## config.mk

```make
export PLATFORM = sky130hd
export DESIGN_NAME = dt_share_arb
export DESIGN_NICKNAME = d
export VERILOG_FILES = /design/src/rtl/dt_arb_pkg.sv /design/src/rtl/ms_tick_gen.sv /design/src/rtl/dt_share_arb.sv
export SDC_FILE = /design/constraint.sdc
export NUM_CORES = 1
export LEC_CHECK = 0
export ABC_CLOCK_PERIOD_IN_PS = 3200
export BUFFER_PORTS_ARGS = -buffer_cell sky130_fd_sc_hd__clkbuf_2
export CAP_MARGIN = 25
export CORE_ASPECT_RATIO = 1.2
export CORE_MARGIN = 8
export CORE_UTILIZATION = 55
export DETAILED_ROUTE_END_ITERATION = 12
export PLACE_DENSITY = 0.82
export SLEW_MARGIN = 20
export SYNTH_ARGS = -nofsm -noshare
export SYNTH_HDL_FRONTEND = slang
export SYNTH_SLANG_ARGS = --single-unit
```

## constraint.sdc

```tcl
create_clock -name clk -period 3.2 [get_ports clk]
set_input_delay 0.48 -clock clk [delete_from_list [all_inputs] [get_ports clk]]
set_output_delay 0.48 -clock clk [all_outputs]
set_load 0.05 [all_outputs]
```

## src/rtl/dt_arb_pkg.sv

```systemverilog
// rtl/dt_arb_pkg.sv - shared types and widths for the display time-share arbiter
package dt_arb_pkg;

    typedef enum logic [1:0] {
        IDLE  = 2'd0,
        GRANT = 2'd1,
        HOLD  = 2'd2
    } arb_state_e;

    localparam int DATA_W = 16;
    localparam int DIG_W  = 4;
    localparam int OWN_W  = 2;

endpackage

```

## src/rtl/ms_tick_gen.sv

```systemverilog
// rtl/ms_tick_gen.sv - free-running prescaler producing a 1-cycle tick every DIV clocks
module ms_tick_gen #(
    parameter int DIV = 48000
) (
    input  logic clk,
    input  logic rst_n,
    output logic tick
);

    localparam int CNT_W = (DIV > 1) ? $clog2(DIV) : 1;
    localparam logic [CNT_W-1:0] CNT_LAST = CNT_W'(DIV - 1);

    logic [CNT_W-1:0] cnt_q;

    always_ff @(posedge clk or negedge rst_n) begin
        if (!rst_n) begin
            cnt_q <= '0;
        end else if (cnt_q == CNT_LAST) begin
            cnt_q <= '0;
        end else begin
            cnt_q <= cnt_q + CNT_W'(1);
        end
    end

    assign tick = (cnt_q == CNT_LAST);

endmodule

```

## src/rtl/dt_share_arb.sv

```systemverilog
// rtl/dt_share_arb.sv - round-robin time-sharing of the 4-digit display among requesters
module dt_share_arb
    import dt_arb_pkg::*;
#(
    parameter int NREQ        = 4,
    parameter int CLK_HZ      = 48_000_000,
    parameter int TICK_HZ     = 1000,
    parameter int HOLD_MS     = 2000,
    parameter int DEFAULT_SRC = 0
) (
    input  logic                     clk,
    input  logic                     rst_n,
    input  logic [NREQ-1:0]          req,
    input  logic [NREQ*DATA_W-1:0]   req_data,
    output logic [DIG_W-1:0]         num1,
    output logic [DIG_W-1:0]         num2,
    output logic [DIG_W-1:0]         num3,
    output logic [DIG_W-1:0]         num4,
    output logic [OWN_W-1:0]         owner,
    output logic                     owner_valid,
    output logic [NREQ-1:0]          grant,
    output logic                     busy
);

    localparam int DIV   = CLK_HZ / TICK_HZ;
    localparam int TMR_W = $clog2(HOLD_MS + 1);
    localparam logic [OWN_W-1:0] DEF_IDX  = OWN_W'(DEFAULT_SRC);
    localparam logic [OWN_W-1:0] LAST_RST = OWN_W'(NREQ - 1);
    localparam logic [TMR_W-1:0] HOLD_LD  = TMR_W'(HOLD_MS);

    if (DEFAULT_SRC < 0 || DEFAULT_SRC >= NREQ) begin : g_bad_default
        $error("dt_share_arb: DEFAULT_SRC out of range");
    end
    if (NREQ < 2 || NREQ > 4) begin : g_bad_nreq
        $error("dt_share_arb: NREQ must be 2..4");
    end
    if (DIV < 2 || DIV * TICK_HZ != CLK_HZ || HOLD_MS < 1) begin : g_bad_timing
        $error("dt_share_arb: bad CLK_HZ/TICK_HZ/HOLD_MS");
    end

    logic [DATA_W-1:0] words [NREQ];
    for (genvar i = 0; i < NREQ; i++) begin : g_words
        assign words[i] = req_data[i*DATA_W +: DATA_W];
    end

    arb_state_e        state_q;
    logic [NREQ-1:0]   pend_q, pend_d;
    logic [OWN_W-1:0]  last_q;
    logic [TMR_W-1:0]  timer_q;
    logic [DATA_W-1:0] num_q;
    logic [OWN_W-1:0]  owner_q;
    logic              owner_valid_q;

    logic              tick;
    logic [OWN_W-1:0]  win_idx;
    logic [NREQ-1:0]   win_mask, owner_mask;
    logic              others_pend, refresh;

    ms_tick_gen #(.DIV(DIV)) u_tick (
        .clk   (clk),
        .rst_n (rst_n),
        .tick  (tick)
    );

    // Round-robin: first pending requester after the last one served
    always_comb begin
        logic             found;
        logic [OWN_W-1:0] cand;
        win_idx = last_q;
        found   = 1'b0;
        for (int k = 1; k <= NREQ; k++) begin
            cand = OWN_W'((int'(last_q) + k) % NREQ);
            if (!found && pend_q[cand]) begin
                win_idx = cand;
                found   = 1'b1;
            end
        end
    end

    assign win_mask    = NREQ'(1) << win_idx;
    assign owner_mask  = NREQ'(1) << owner_q;
    assign others_pend = |(pend_q & ~owner_mask);
    // The holder may extend its slot only while nobody else is waiting
    assign refresh     = (state_q == HOLD) && req[owner_q] && !others_pend;

    always_comb begin
        pend_d = pend_q | req;
        if (state_q == GRANT) begin
            pend_d = pend_d & ~win_mask;
        end
        if (refresh) begin
            pend_d = pend_d & ~owner_mask;
        end
    end

    always_comb begin
        grant = '0;
        if (state_q == GRANT) begin
            grant = win_mask;
        end else if (refresh) begin
            grant = owner_mask;
        end
    end

    always_ff @(posedge clk or negedge rst_n) begin
        if (!rst_n) begin
            state_q       <= IDLE;
            pend_q        <= '0;
            last_q        <= LAST_RST;
            timer_q       <= '0;
            num_q         <= '0;
            owner_q       <= DEF_IDX;
            owner_valid_q <= 1'b0;
        end else begin
            pend_q <= pend_d;
            case (state_q)
                IDLE: begin
                    num_q         <= words[DEF_IDX];
                    owner_q       <= DEF_IDX;
                    owner_valid_q <= 1'b0;
                    if (|pend_q) begin
                        state_q <= GRANT;
                    end
                end
                GRANT: begin
                    num_q         <= words[win_idx];
                    owner_q       <= win_idx;
                    owner_valid_q <= 1'b1;
                    last_q        <= win_idx;
                    timer_q       <= HOLD_LD;
                    state_q       <= HOLD;
                end
                HOLD: begin
                    if (refresh) begin
                        num_q   <= words[owner_q];
                        timer_q <= HOLD_LD;
                    end else if (tick) begin
                        if (timer_q <= TMR_W'(1)) begin
                            timer_q <= '0;
                            if (|pend_d) begin
                                state_q <= GRANT;
                            end else begin
                                state_q       <= IDLE;
                                owner_q       <= DEF_IDX;
                                owner_valid_q <= 1'b0;
                            end
                        end else begin
                            timer_q <= timer_q - TMR_W'(1);
                        end
                    end
                end
                default: state_q <= IDLE;
            endcase
        end
    end

    assign num1        = num_q[3:0];
    assign num2        = num_q[7:4];
    assign num3        = num_q[11:8];
    assign num4        = num_q[15:12];
    assign owner       = owner_q;
    assign owner_valid = owner_valid_q;
    assign busy        = (state_q != IDLE);

endmodule

```

[Word-level counts from Yosys, hierarchy flattened]
Index checks and enable logic that the tools add are counted.
Storage, ports and cells
  logic and storage cells: 112
  register bits: 54
  bits of input ports: 70
  output and inout port bits: 24
Operators by class
  equal/unequal tests: 10
  bitwise gates (word level): 8
  magnitude comparators: 8
  mux-type cells: 50
  reduce and logical (&&, ||, !) cells: 20
  shift operators: 2
  $add $sub $neg: 6
Operators by type and width (count)
  $mux W16: 6
  $bmux W16 S2: 2
  $pmux W16 S3: 1
  $mux W11: 3
  $mux W2: 12
  $pmux W11 S2: 1
  $add A16 B1 Y16 const B: 1
  $eq A16 B16 Y1 const B: 1
  $mux W4: 4
  $lt A2 B3 Y1 const B: 5
  $mux W1: 13
  $and A4 B4 Y4: 3
  $pmux W2 S3: 2
  $reduce_or A4 Y1: 3
  $le A11 B1 Y1 const B: 1
  $sub A11 B1 Y11 const B: 1
  $bmux W1 S2: 5
  $ne A2 B2 Y1 const B: 5
  $not A4 Y4: 2
  $shl A1 B2 Y4 const A: 2
  $ge A3 B3 Y1 const B: 2
  $not A2 Y3: 2
  $logic_and A1 B1 Y1: 5
  $reduce_and A5 Y1: 1
  other kinds (14): 21

[Logic depth before layout (Yosys ltp)]
  word-level depth: 25
  mapped depth: 10
  gate-level depth less buffers: 9

[By module]
From an unflattened synthesis, not the netlist that was laid out.
Second synthesis, totals
  cell total of the unflattened synthesis: 488
  area total of the unflattened synthesis: 4149.0 µm²
Modules (own cells, without submodules)
  dt_share_arb: area an instance 3344.5 µm², sequential area each 953.4 µm², instances 1, cells each 415
  ms_tick_gen: area an instance 804.5 µm², sequential area each 400.4 µm², instances 1, cells each 73

[Worst setup path before layout]
Ideal clock, no wire load.
  path kind: reg2out
  from: register last_q[0]
  to: output port grant[3]
  arrival time: 2237 ps
  required time: 2720 ps
  buffers on the path: 2
  stages on the path, launching flop included: 8
  setup slack: 483 ps
  cells stage by stage: dfstp_2 -> nand2b_1 -> o21ai_0 -> o21ai_1 -> buf_2 -> buf_1 -> nand2_1 -> o22ai_1
Between the ends
  word-level cells in the longest chain between the ends: 15
  elaborated cells between the ends (all ways): 27
  those cells by class: 4 x add/sub; 1 x shift; 16 x mux; 6 x reduce/logical
Ends and longest elaborated chain
  start, declared: RTL line dt_share_arb.sv:48  | logic [OWN_W-1:0] last_q;
  start signal, assigned: RTL line dt_share_arb.sv:129  | last_q <= win_idx;
  $add A2 B1 Y2: RTL line dt_share_arb.sv:72  | cand = OWN_W'((int'(last_q) + k) % NREQ);
  $bmux W1 S2: RTL line dt_share_arb.sv:73  | if (!found && pend_q[cand]) begin
  $mux W1 (implied by the code): RTL line dt_share_arb.sv:73
  $mux W1: RTL line dt_share_arb.sv:73
  $logic_not A1 Y1: RTL line dt_share_arb.sv:73
  $logic_and A1 B1 Y1: RTL line dt_share_arb.sv:73
  $mux W1: RTL line dt_share_arb.sv:73
  $logic_not A1 Y1: RTL line dt_share_arb.sv:73
  $logic_and A1 B1 Y1: RTL line dt_share_arb.sv:73
  $mux W1: RTL line dt_share_arb.sv:73
  $logic_not A1 Y1: RTL line dt_share_arb.sv:73
  $logic_and A1 B1 Y1: RTL line dt_share_arb.sv:73
  $mux W2 (*): RTL line dt_share_arb.sv:73
  $shl A1 B2 Y4 (*): RTL line dt_share_arb.sv:80  | assign win_mask = NREQ'(1) << win_idx;
  $mux W4 (*): RTL line dt_share_arb.sv:98  | if (state_q == GRANT) begin
  end, declared: RTL line dt_share_arb.sv:21  | output logic [NREQ-1:0] grant,
Mark *: on every way between the ends. The rest lies on a longest branch, timed or not. The select of a mux whose other input is x is not followed.

[Final worst setup path]
  from: register last_q[0]
  to: output port grant[1]
The elaborated chain is that of the path after synthesis.

==> impl_summary.log <==
INFO  metric power_switching_share = 0.512
INFO  metric detailroute.via_count = around 3.8k
INFO  metric fin_crit = just under 3 ns
INFO  metric rrSetupSlack = roughly 0.53 ns
INFO  metric leakagePower = between 2 and 2.5 nW
INFO  metric area_growth = 17.7%
INFO  metric postRouteWirelength = about 10 mm
INFO  metric synth_area = between 3000 and 4000 µm²
INFO  metric critical_path.endpoint_type = primary output
INFO  metric sinks_on_clock_net = 54
INFO  metric num_antenna_cells = 0
INFO  metric yosysMostFrequentCell = sky130_fd_sc_hd__nand2_1
INFO  metric numCtsBuffers = 5
INFO  metric groute.usage.overall = 0.208
INFO  metric globalplace.congestion = 0.884
INFO  metric finalSetupViolations = 0
INFO  metric synth_flop_cell = sky130_fd_sc_hd__dfrtp_1
INFO  metric synth.yosys.seq_area_share = 0.341
INFO  metric drt-pass1-iter-count = 5
INFO  metric worst_flop_to_flop_path_endpoint = owner_valid
INFO  metric multi_input_area = 2410 µm²
INFO  metric synth.top_cell.area_share = 0.328
INFO  metric grt_first_pass_wirelength = roughly 17 mm
INFO  metric clock_group_share_of_total_power = 0.118
INFO  metric p_per_area = 1020 nW/µm²
INFO  metric avgRoutedWirePerCell = between 15 and 20 µm
INFO  metric hpwl_dp = just under 8 mm
INFO  metric design.core.area = 7100 µm²
INFO  metric first_global_vias = 3840
INFO  metric finalMaxSlewViolations = 0
INFO  metric min_path_type = in2async
INFO  metric number_of_setup_buffers_added_after_cts = 0
INFO  metric grt_overflow = 0
INFO  metric place.port_buffers = 93
INFO  metric avgViaCountPerCell = a little under 6
INFO  metric timing.reg2reg.worst_path_depth = 7
INFO  metric p_int = around 2.3 mW
INFO  metric seq_power_share = 0.227
INFO  metric final.setup_skew = 0.00847 ns
INFO  metric share_comb_of_total_power = 0.655
INFO  metric synth.ff_latch_count = 54
INFO  metric die_h = ~110 µm
INFO  metric setup_repair_after_global_routing_missed_its_margin = no
INFO  metric synth_edf_count = 0
INFO  metric layout_worst_path_cycle_share = 0.903
INFO  metric avgSynthCellArea = between 8 and 9 µm²
INFO  metric timing_worst_slew_pin_value = roughly 0.68 ns
INFO  metric yosysUniqueCellTypes = 53
INFO  metric total_of_warnings_raised_by_yosys = 0
INFO  metric clock_tree.htree_level_count = 2
INFO  metric cts_resized = 0
INFO  metric reg2reg_from = last_q[0]
INFO  metric ctsRootBufferMaster = sky130_fd_sc_hd__clkbuf_8
INFO  metric clock_tree.buffer_depth = 2
INFO  metric floorplan.io_pins = 94
INFO  metric synth-async-reset-ratio = 1.00
INFO  metric crit_path_cell_trace = and2b_1 > o21ai_1 > o21ai_2 > buf_4 > or3_1 > nand2_1 > clkbuf_2
INFO  metric postRouteAntennaNets = 0
INFO  metric crit_path_max_fanout = 33
INFO  metric final_layout_size_suffix_gt1_frac = 0.274
INFO  metric timing.critical_path.slowest_stage_cell = sky130_fd_sc_hd__dfstp_2
INFO  metric die_w = slightly above 90 µm
INFO  metric largest_incremental_delay_on_the_critical_path = 0.60 ns
INFO  metric cts_tree = built
INFO  metric ir_drop = about 0.82 mV
INFO  metric biggest_area_contributors_in_the_synthesized_netlist = sky130_fd_sc_hd__dfrtp_1 (33%), sky130_fd_sc_hd__mux4_2 (9.7%), sky130_fd_sc_hd__nand2_1 (8.0%), sky130_fd_sc_hd__a21oi_1 (7.3%), sky130_fd_sc_hd__mux2i_1 (4.8%)
INFO  metric fillCellCount = around 600
INFO  metric worstPathRequired = about 2.7 ns
INFO  metric floorplan.initialDensity = 0.558
INFO  metric result_of_the_run = completed
INFO  metric library_cell_occupying_the_most_area_in_the_post_synthesis_netlist = sky130_fd_sc_hd__dfrtp_1
INFO  metric drtIter0Drc = 224
INFO  metric regArea = between 1000 and 1500 µm²
INFO  metric p_sw = ~2.4 mW
INFO  metric detail_route.drc_violations = 0
INFO  metric fmax = 346 MHz
INFO  metric postCtsHoldBufs = 0
INFO  metric synth_fp_nets = about 540
INFO  metric design_power_total = roughly 4.8 mW
INFO  metric cp-start-kind = flop
INFO  metric timing_worst_setup_path_type = reg2out
INFO  metric synth_common_cells = sky130_fd_sc_hd__nand2_1 (85), sky130_fd_sc_hd__a21oi_1 (58), sky130_fd_sc_hd__dfrtp_1 (52)
INFO  metric finalNetCount = between 600 and 700
INFO  metric worst_ep_arrival_time = 2.41 ns
INFO  metric final_hold_violation_count = 0
INFO  metric clk-insertion-delay-late = a little over 0.3 ns
INFO  metric timing.max_slew.rel_slack = 0.545
INFO  metric tns = 0 ns
INFO  metric syn_inst = 458
INFO  metric fp-row-count = 34
INFO  metric grt_antenna_before_repair = 0
INFO  metric finalCoreUtilization = 0.657
INFO  metric drv_cap = 0
INFO  metric floorplan.die_area = 10200 µm²
INFO  metric cts.reportedPaths.clkPinSlew = 0.10 ns
INFO  metric grt_max_degree = 55
power groups by stage:
stage          clock network [mW]  logic, mW  registers (mW)
3_3_place_gp                    0       3.00            1.09
5_1_grt                     0.593       3.41            1.11
4_1_cts                     0.565       3.08            1.08
3_5_place_dp                    0       3.07            1.09
6_report                    0.559       3.11            1.08
2_1_floorplan                   0       2.09            1.41
layout make-up:
class,instances,share of cell area
clock buffer,6,0.0177
clock inverter,2,0.0129
inverter,18,0.0145
multi-input combinational,356,0.516
sequential,54,0.290
tap,90,0.0241
timing repair buffer,108,0.125
sequential cells by signal, summed over array words and instances (netlist names):
signal / flops
last_q: 2
num_q: 16
owner: 2
owner_valid: 1
pend_q: 4
state_q: 2
timer_q: 11
u_tick.cnt_q: 16
through the flow:
stage / setup slack, ns / cells / instance area [µm²] / hold slack (ns)
final: 0.309 / 634 / 4670 / 0.275
after floorplan: 0.483 / 458 / 3970 / 0.184
after global placement: 0.696 / 625 / 4510 / 0.458
after global routing: 0.178 / 634 / 4670 / 0.331
after detailed placement: 0.567 / 625 / 4510 / 0.472
after CTS: 0.319 / 633 / 4650 / 0.311
worst max path at each step:
| stage | startpoint | end | slack [ns] | depth (start not counted) |
|---|---|---|---|---|
| global route | last_q[0] | grant[1] | 0.18 | 7 |
| floorplan | last_q[0] | grant[3] | 0.48 | 7 |
| CTS | last_q[0] | grant[1] | 0.32 | 7 |
| detailed placement | last_q[0] | owner_valid | 0.57 | 7 |
| global placement | last_q[0] | owner_valid | 0.70 | 7 |
| finish | last_q[0] | grant[1] | 0.31 | 7 |
logic make-up (layout without fill, tap and decap cells):
| family | Yosys count | in the layout | synth area share |
|---|---|---|---|
| AND/OR/NAND/NOR | 175 | 175 | 0.214 |
| AO/OA/AOI/OAI | 124 | 124 | 0.192 |
| flip-flops | 54 | 54 | 0.341 |
| buffers and inverters | 48 | 134 | 0.0546 |
| multiplexers | 38 | 38 | 0.150 |
| XOR/XNOR | 12 | 12 | 0.0265 |
| adder cells (fa/ha/maj) | 7 | 7 | 0.0221 |
layer usage:
metal,vias up,part of all wire,wire length (µm),GRT usage
met2,151,0.49,5120,0.353
met3,7,0.053,555,0.0303
li1,1826,-,-,-
met4,0,0.0091,95,0.0634
met5,-,0,0,0
met1,1797,0.45,4690,0.268
worst max-delay path: cells and delay by family, from the launching register on:
kind	cells	cell delay, ns
AOI/OAI and AO/OA	2	0.30
buffers and inverters	2	0.53
DFF	1	0.60
and+or+nand+nor	3	0.66
cells in the final DEF (no fill, tap or decap), types with 5 or more instances in the layout:
master and n:
sky130_fd_sc_hd__dfrtp_1 52, sky130_fd_sc_hd__nand2b_1 5, sky130_fd_sc_hd__xor2_1 6, sky130_fd_sc_hd__or3_1 5
sky130_fd_sc_hd__nand2_1 85, sky130_fd_sc_hd__nand3_1 11, sky130_fd_sc_hd__clkbuf_8 6, sky130_fd_sc_hd__inv_1 18
sky130_fd_sc_hd__nor2_1 24, sky130_fd_sc_hd__nor3_1 22, sky130_fd_sc_hd__o21ai_0 19, sky130_fd_sc_hd__o31ai_1 19
sky130_fd_sc_hd__buf_4 14, sky130_fd_sc_hd__mux4_2 17, sky130_fd_sc_hd__mux2i_1 19, sky130_fd_sc_hd__clkbuf_2 93
sky130_fd_sc_hd__a2bb2oi_1 5, sky130_fd_sc_hd__ha_1 7, sky130_fd_sc_hd__xnor2_1 6, sky130_fd_sc_hd__a21oi_1 58
Power figures use the tool's default switching activity.
